==> config.mk <==
export PLATFORM = sky130hd
export DESIGN_NAME = id_decode_stage
export DESIGN_NICKNAME = d
export VERILOG_FILES = /design/src/rtl/id_decode_stage.sv
export SDC_FILE = /design/constraint.sdc
export NUM_CORES = 1
export LEC_CHECK = 0
export BUFFER_PORTS_ARGS = -buffer_cell sky130_fd_sc_hd__buf_2
export CAP_MARGIN = 20
export CORE_MARGIN = 4
export CORE_UTILIZATION = 51
export DETAILED_ROUTE_END_ITERATION = 8
export PLACE_DENSITY = 0.84
export SYNTH_ARGS = -nofsm -noshare
export SYNTH_HDL_FRONTEND = slang
export SYNTH_SLANG_ARGS = --single-unit
==> constraint.sdc <==
create_clock -name clk -period 3.47 [get_ports clk]
set_input_delay 0.347 -clock clk [delete_from_list [all_inputs] [get_ports clk]]
set_output_delay 0.347 -clock clk [all_outputs]
set_load 0.1 [all_outputs]
==> src/rtl/id_decode_stage.sv <==
// Decode stage of the 16-bit pipelined CPU: decodes the fetched instruction into
// execute-stage controls, registers them into ID/EX, and resolves load-use hazards.
module id_decode_stage (
    input  logic        clk,
    input  logic        reset_n,
    input  logic        if_valid,
    input  logic [15:0] if_instr,
    input  logic [15:0] if_pc,
    output logic        if_stall,
    input  logic        ex_stall,
    input  logic        flush,
    output logic [2:0]  rf_addr_a,
    output logic [2:0]  rf_addr_b,
    output logic        ex_valid,
    output logic [1:0]  ex_alu_a_sel,
    output logic [2:0]  ex_alu_b_sel,
    output logic [1:0]  ex_alu_op,
    output logic [7:0]  ex_imm8,
    output logic [10:0] ex_imm11,
    output logic [2:0]  ex_rx,
    output logic        ex_rf_we,
    output logic        ex_mem_rd,
    output logic        ex_mem_wr,
    output logic        ex_jump,
    output logic [1:0]  ex_jcond,
    output logic        ex_call,
    output logic [15:0] ex_pc
);

    localparam logic [1:0] OP_ADD  = 2'd0;
    localparam logic [1:0] OP_SUB  = 2'd1;
    localparam logic [1:0] OP_MVHI = 2'd2;

    typedef struct packed {
        logic        valid;
        logic [1:0]  a_sel;
        logic [2:0]  b_sel;
        logic [1:0]  alu_op;
        logic [7:0]  imm8;
        logic [10:0] imm11;
        logic [2:0]  rx;
        logic        rf_we;
        logic        mem_rd;
        logic        mem_wr;
        logic        jump;
        logic [1:0]  jcond;
        logic        call;
        logic [15:0] pc;
    } idex_t;

    logic [3:0] opcode;
    logic       imm_flag;
    logic [2:0] rx_field;
    logic [2:0] ry_field;

    assign opcode   = if_instr[3:0];
    assign imm_flag = if_instr[4];
    assign rx_field = if_instr[7:5];
    assign ry_field = if_instr[10:8];

    idex_t dec;
    idex_t bubble;
    idex_t idex_reg;
    idex_t idex_next;
    logic  use_a;
    logic  use_b;
    logic  b_is_rx;
    logic  hazard;

    always_comb begin
        dec        = '0;
        dec.imm8   = if_instr[15:8];
        dec.imm11  = if_instr[15:5];
        dec.rx     = rx_field;
        dec.pc     = if_pc;
        use_a      = 1'b0;
        b_is_rx    = 1'b0;
        case (opcode)
            4'd0: begin
                dec.valid  = 1'b1;
                dec.a_sel  = 2'd1;
                dec.b_sel  = imm_flag ? 3'd0 : 3'd1;
                dec.alu_op = OP_ADD;
                dec.rf_we  = 1'b1;
            end
            4'd1, 4'd2, 4'd3: begin
                dec.valid  = 1'b1;
                dec.a_sel  = 2'd0;
                dec.b_sel  = imm_flag ? 3'd0 : 3'd1;
                dec.alu_op = (opcode == 4'd1) ? OP_ADD : OP_SUB;
                dec.rf_we  = (opcode != 4'd3);
                use_a      = 1'b1;
            end
            4'd4: begin
                dec.valid  = 1'b1;
                dec.a_sel  = 2'd1;
                dec.b_sel  = 3'd1;
                dec.alu_op = OP_ADD;
                dec.rf_we  = 1'b1;
                dec.mem_rd = 1'b1;
            end
            4'd5: begin
                // Address Ry comes through port B; store data Rx through port A.
                dec.valid  = 1'b1;
                dec.a_sel  = 2'd1;
                dec.b_sel  = 3'd1;
                dec.alu_op = OP_ADD;
                dec.mem_wr = 1'b1;
                use_a      = 1'b1;
            end
            4'd6: begin
                dec.valid  = 1'b1;
                dec.a_sel  = 2'd3;
                dec.b_sel  = 3'd3;
                dec.alu_op = OP_MVHI;
                dec.rf_we  = 1'b1;
                use_a      = 1'b1;
            end
            4'd8, 4'd9, 4'd10, 4'd12: begin
                dec.valid  = 1'b1;
                dec.jump   = 1'b1;
                dec.alu_op = OP_ADD;
                if (imm_flag) begin
                    dec.a_sel = 2'd2;
                    dec.b_sel = 3'd2;
                end else begin
                    // Register-form target Rx is routed through port B.
                    dec.a_sel = 2'd1;
                    dec.b_sel = 3'd1;
                    b_is_rx   = 1'b1;
                end
                case (opcode)
                    4'd9:    dec.jcond = 2'd1;
                    4'd10:   dec.jcond = 2'd2;
                    default: dec.jcond = 2'd0;
                endcase
                if (opcode == 4'd12) begin
                    dec.call  = 1'b1;
                    dec.rx    = 3'd7;
                    dec.rf_we = 1'b1;
                end
            end
            default: ;
        endcase
    end

    assign use_b     = (dec.b_sel == 3'd1);
    assign rf_addr_a = rx_field;
    assign rf_addr_b = b_is_rx ? rx_field : ry_field;

    assign hazard = if_valid & idex_reg.valid & idex_reg.mem_rd &
                    ((use_a & (idex_reg.rx == rf_addr_a)) |
                     (use_b & (idex_reg.rx == rf_addr_b)));

    assign if_stall = reset_n & ~flush & (ex_stall | hazard);

    always_comb begin
        bubble        = dec;
        bubble.valid  = 1'b0;
        bubble.rf_we  = 1'b0;
        bubble.mem_rd = 1'b0;
        bubble.mem_wr = 1'b0;
        bubble.jump   = 1'b0;
        bubble.call   = 1'b0;
    end

    always_comb begin
        idex_next = idex_reg;
        if (flush)
            idex_next = bubble;
        else if (ex_stall)
            idex_next = idex_reg;
        else if (hazard || !if_valid)
            idex_next = bubble;
        else
            idex_next = dec;
    end

    always_ff @(posedge clk or negedge reset_n) begin
        if (!reset_n)
            idex_reg <= '0;
        else
            idex_reg <= idex_next;
    end

    assign ex_valid     = idex_reg.valid;
    assign ex_alu_a_sel = idex_reg.a_sel;
    assign ex_alu_b_sel = idex_reg.b_sel;
    assign ex_alu_op    = idex_reg.alu_op;
    assign ex_imm8      = idex_reg.imm8;
    assign ex_imm11     = idex_reg.imm11;
    assign ex_rx        = idex_reg.rx;
    assign ex_rf_we     = idex_reg.rf_we;
    assign ex_mem_rd    = idex_reg.mem_rd;
    assign ex_mem_wr    = idex_reg.mem_wr;
    assign ex_jump      = idex_reg.jump;
    assign ex_jcond     = idex_reg.jcond;
    assign ex_call      = idex_reg.call;
    assign ex_pc        = idex_reg.pc;

endmodule

==> results.toml <==
[timing]
max_freq_mhz = 342
period_minus_slack_ns = 2.92
tightest_slew_ns = 0.596
finalCritPeriodShare = 0.843
tns_ns = 0
setup_viol = 0
rsz0062_at_grt = "no"
slew_headroom = 0.599
hold_viol = 0
slew_violations = 0
fin_skew_ns = 0.00100

[global_routing]
gr-total-overflow = 0
track_usage = 0.211
antenna_found_initial = 0
grt_pass1_vias = 1927
grt_pass1_wl_mm = 8.91
grt_max_degree = 44

[drt]
dr.first_iter.drc_count = 72
routed_wl_mm = 5.45
routedWlPerCell_um = 13.8
drc_errors = 0
viasPerCell = 5.21
postRouteAntennaNets = 0
vias = 2051
firstDrtPassIters = 4

[pwr]
clockPowerShare = 0.204
power_switching_w = 0.000689
powerDensity_nw_per_um2 = 532
internal_power_w = 0.000772
comb_power_share = 0.412
p_leak_nw = 1.50
seq_power_share = 0.385
irDropWorstVdd_mv = 0.298
switching_share = 0.472

[setup_path]
path_class = "primary input to output pin"
cp_max_fo = 13
cp_slowest_cell = "or3b_2"
startpoint_type = "primary input"
critPathBufInv = 2
cp.depth = 7
arrival_ns = 2.58
ff2ff_path_depth = 5
slowest_delay_ns = 0.52
crit_family = "simple AND/OR/NAND/NOR gates"
rrSetupSlack_ns = 1.61
worstPathRequired_ns = 3.12
end_kind = "output pin"
cpMostUsedCell = "buf_2"
path_cells = "buf_2, maj3_2, or3b_2, and3_1, nor4_4, a21o_1, buf_2"

[final_layout]
area_growth_pct = 24.0
nets = 380
n_antenna_cell = 0
drive_gt1_frac = 0.349
instances_no_fill = 394

[outcome]
outcome = "finished, final reports clean"

[clock_tree]
htree_levels = 2
cts.sink_count = 43
post_cts_resized = 0
cts_buffers = 5
clk_path_buf_depth = 2
cts_tree = "yes"
hold_buffers = 0
path_clk_slew_ns = 0.08
cts_setup_buffers = 0
insertion_delay_ns = 0.29
clockRootBuffer = "clkbuf_8"

[floorplan]
core_um2 = 4090
initial_core_util = 0.541
io_pins = 97
rows = 23
die_height_um = 73.9
die_area_um2 = 5460
die_width_um = 73.9

[synthesis]
synth-async-reset-ratio = 1.00
ys.flop_type = "dfrtp_1"
synth_area_leader_cell = "dfrtp_1"
synth_top_area_frac = 0.486
syn_inst = 262
synth_edf_count = 0
yosys_warnings = 0
synth_area_um2 = 2210
ys_types = 46
synth.avg_cell_area_um2 = 8.44
syn-num-nets = 299
yosysSeqAreaShare = 0.486
ys_ff_latch = 43
yosys-top-cells-area = "dfrtp_1, nand2_1, buf_4"

[placed_design]
gp_congestion = 0.938
hpwl_mm = 4.13
numPortBuffers = 95
dp_cells = 384

[worst_hold_path]
hold_class = "primary input to asynchronous set/reset pin"

[run]
cap_violations = 0
==> worst paths after layout <==
path,startpoint,end
setup / recovery,if_instr[0],if_stall
hold / removal,reset_n,ex_alu_a_sel[0]
setup reg to reg,ex_rx[2],ex_mem_wr
hold reg to reg,ex_imm11[0],ex_imm11[0]
max in group asynchronous,reset_n,ex_imm8[1]
min in group clk,if_pc[15],ex_pc[15]
==> cells by family (layout without fill, tap and decap cells) <==
kind of cell,count (synthesis),after routing,synth area share
simple gates,142,142,0.287
flops,43,43,0.486
compound gates,40,40,0.122
buf+inv,30,112,0.0764
xor+xnor,3,3,0.0119
fa+ha+maj,2,2,0.00962
other cells,1,1,0.00170
mux,1,1,0.00509
==> state kept, by name (all words and copies together), names as in the netlist <==
name          count
ex_pc            16
ex_call           1
ex_mem_wr         1
ex_valid          1
ex_imm8           8
ex_rx             3
ex_alu_b_sel      2
ex_alu_a_sel      1
ex_alu_op         2
ex_rf_we          1
ex_jump           1
ex_mem_rd         1
ex_jcond          2
ex_imm11          3
==> cell usage in the layout (no fill, tap or decap), drive strengths merged, types with 2 or more instances in the layout <==
master  Yosys  layout
nor3        2       2
o211ai      2       2
clkbuf     11       5
o22a        4       4
nand3       5       5
nand4       3       3
dfrtp      43      43
xor2        3       3
a21oi       5       5
clkinv      0       3
nor2        9       9
buf        14      99
o21ai      13      13
a22oi       2       2
or3b        2       2
maj3        2       2
and2        2       2
inv         5       5
nand2     104     104
nor4        2       2
a32oi       3       3
and3        7       7
a211oi      2       2
a21o        3       3
==> synthesized netlist by cell type, types with 2 or more instances <==
| library cell | n |
|---|---|
| nand2_1 | 104 |
| dfrtp_1 | 43 |
| buf_4 | 13 |
| clkbuf_1 | 11 |
| nor2_1 | 9 |
| o21ai_0 | 9 |
| a21oi_1 | 5 |
| and3_1 | 5 |
| inv_1 | 5 |
| nand3_1 | 5 |
| o21ai_1 | 4 |
| o22a_1 | 4 |
| a32oi_1 | 3 |
| nand4_1 | 3 |
| xor2_1 | 3 |
| a211oi_1 | 2 |
| a21o_2 | 2 |
| a22oi_1 | 2 |
| nor3_1 | 2 |
| o211ai_1 | 2 |
==> metrics by stage <==
stage	setup slack [ns]	utilization	cell area [um2]	power (W)	hold WS, ns
after floorplan	0.539	-	2210	0.00107	0.0514
after global placement	0.585	0.641	2620	0.00116	0.444
after detailed placement	0.548	0.641	2620	0.00117	0.450
after CTS	0.541	0.661	2700	0.00147	0.209
after global routing	0.451	0.671	2740	0.00153	0.229
final	0.545	0.671	2740	0.00146	0.191
==> layer usage <==
| metal | up-vias | GRT usage | share of wire |
|---|---|---|---|
| met3 | 4 | 0.0506 | 0.094 |
| met1 | 936 | 0.288 | 0.44 |
| li1 | 1026 | - | - |
| met5 | - | 0 | 0 |
| met2 | 85 | 0.332 | 0.46 |
| met4 | 0 | 0.0684 | 0.0081 |
==> area by class of cell <==
type                       count  area [um2]
fill                         348        1340
inverter                       5        18.8
clock inverter                 3        15.0
multi-input combinational    189         970
clock buffer                   5        68.8
tap                           50        62.6
timing repair buffer          99         533
sequential                    43        1080
==> power by group through the flow <==
stage / registers (W) / clock network (W) / logic [W]
2_1_floorplan: 0.000852 / 0 / 0.000220
3_3_place_gp: 0.000570 / 0 / 0.000595
3_5_place_dp: 0.000572 / 0 / 0.000599
4_1_cts: 0.000562 / 0.000310 / 0.000600
5_1_grt: 0.000567 / 0.000337 / 0.000627
6_report: 0.000562 / 0.000297 / 0.000602
(Power assumes the default switching activity.)
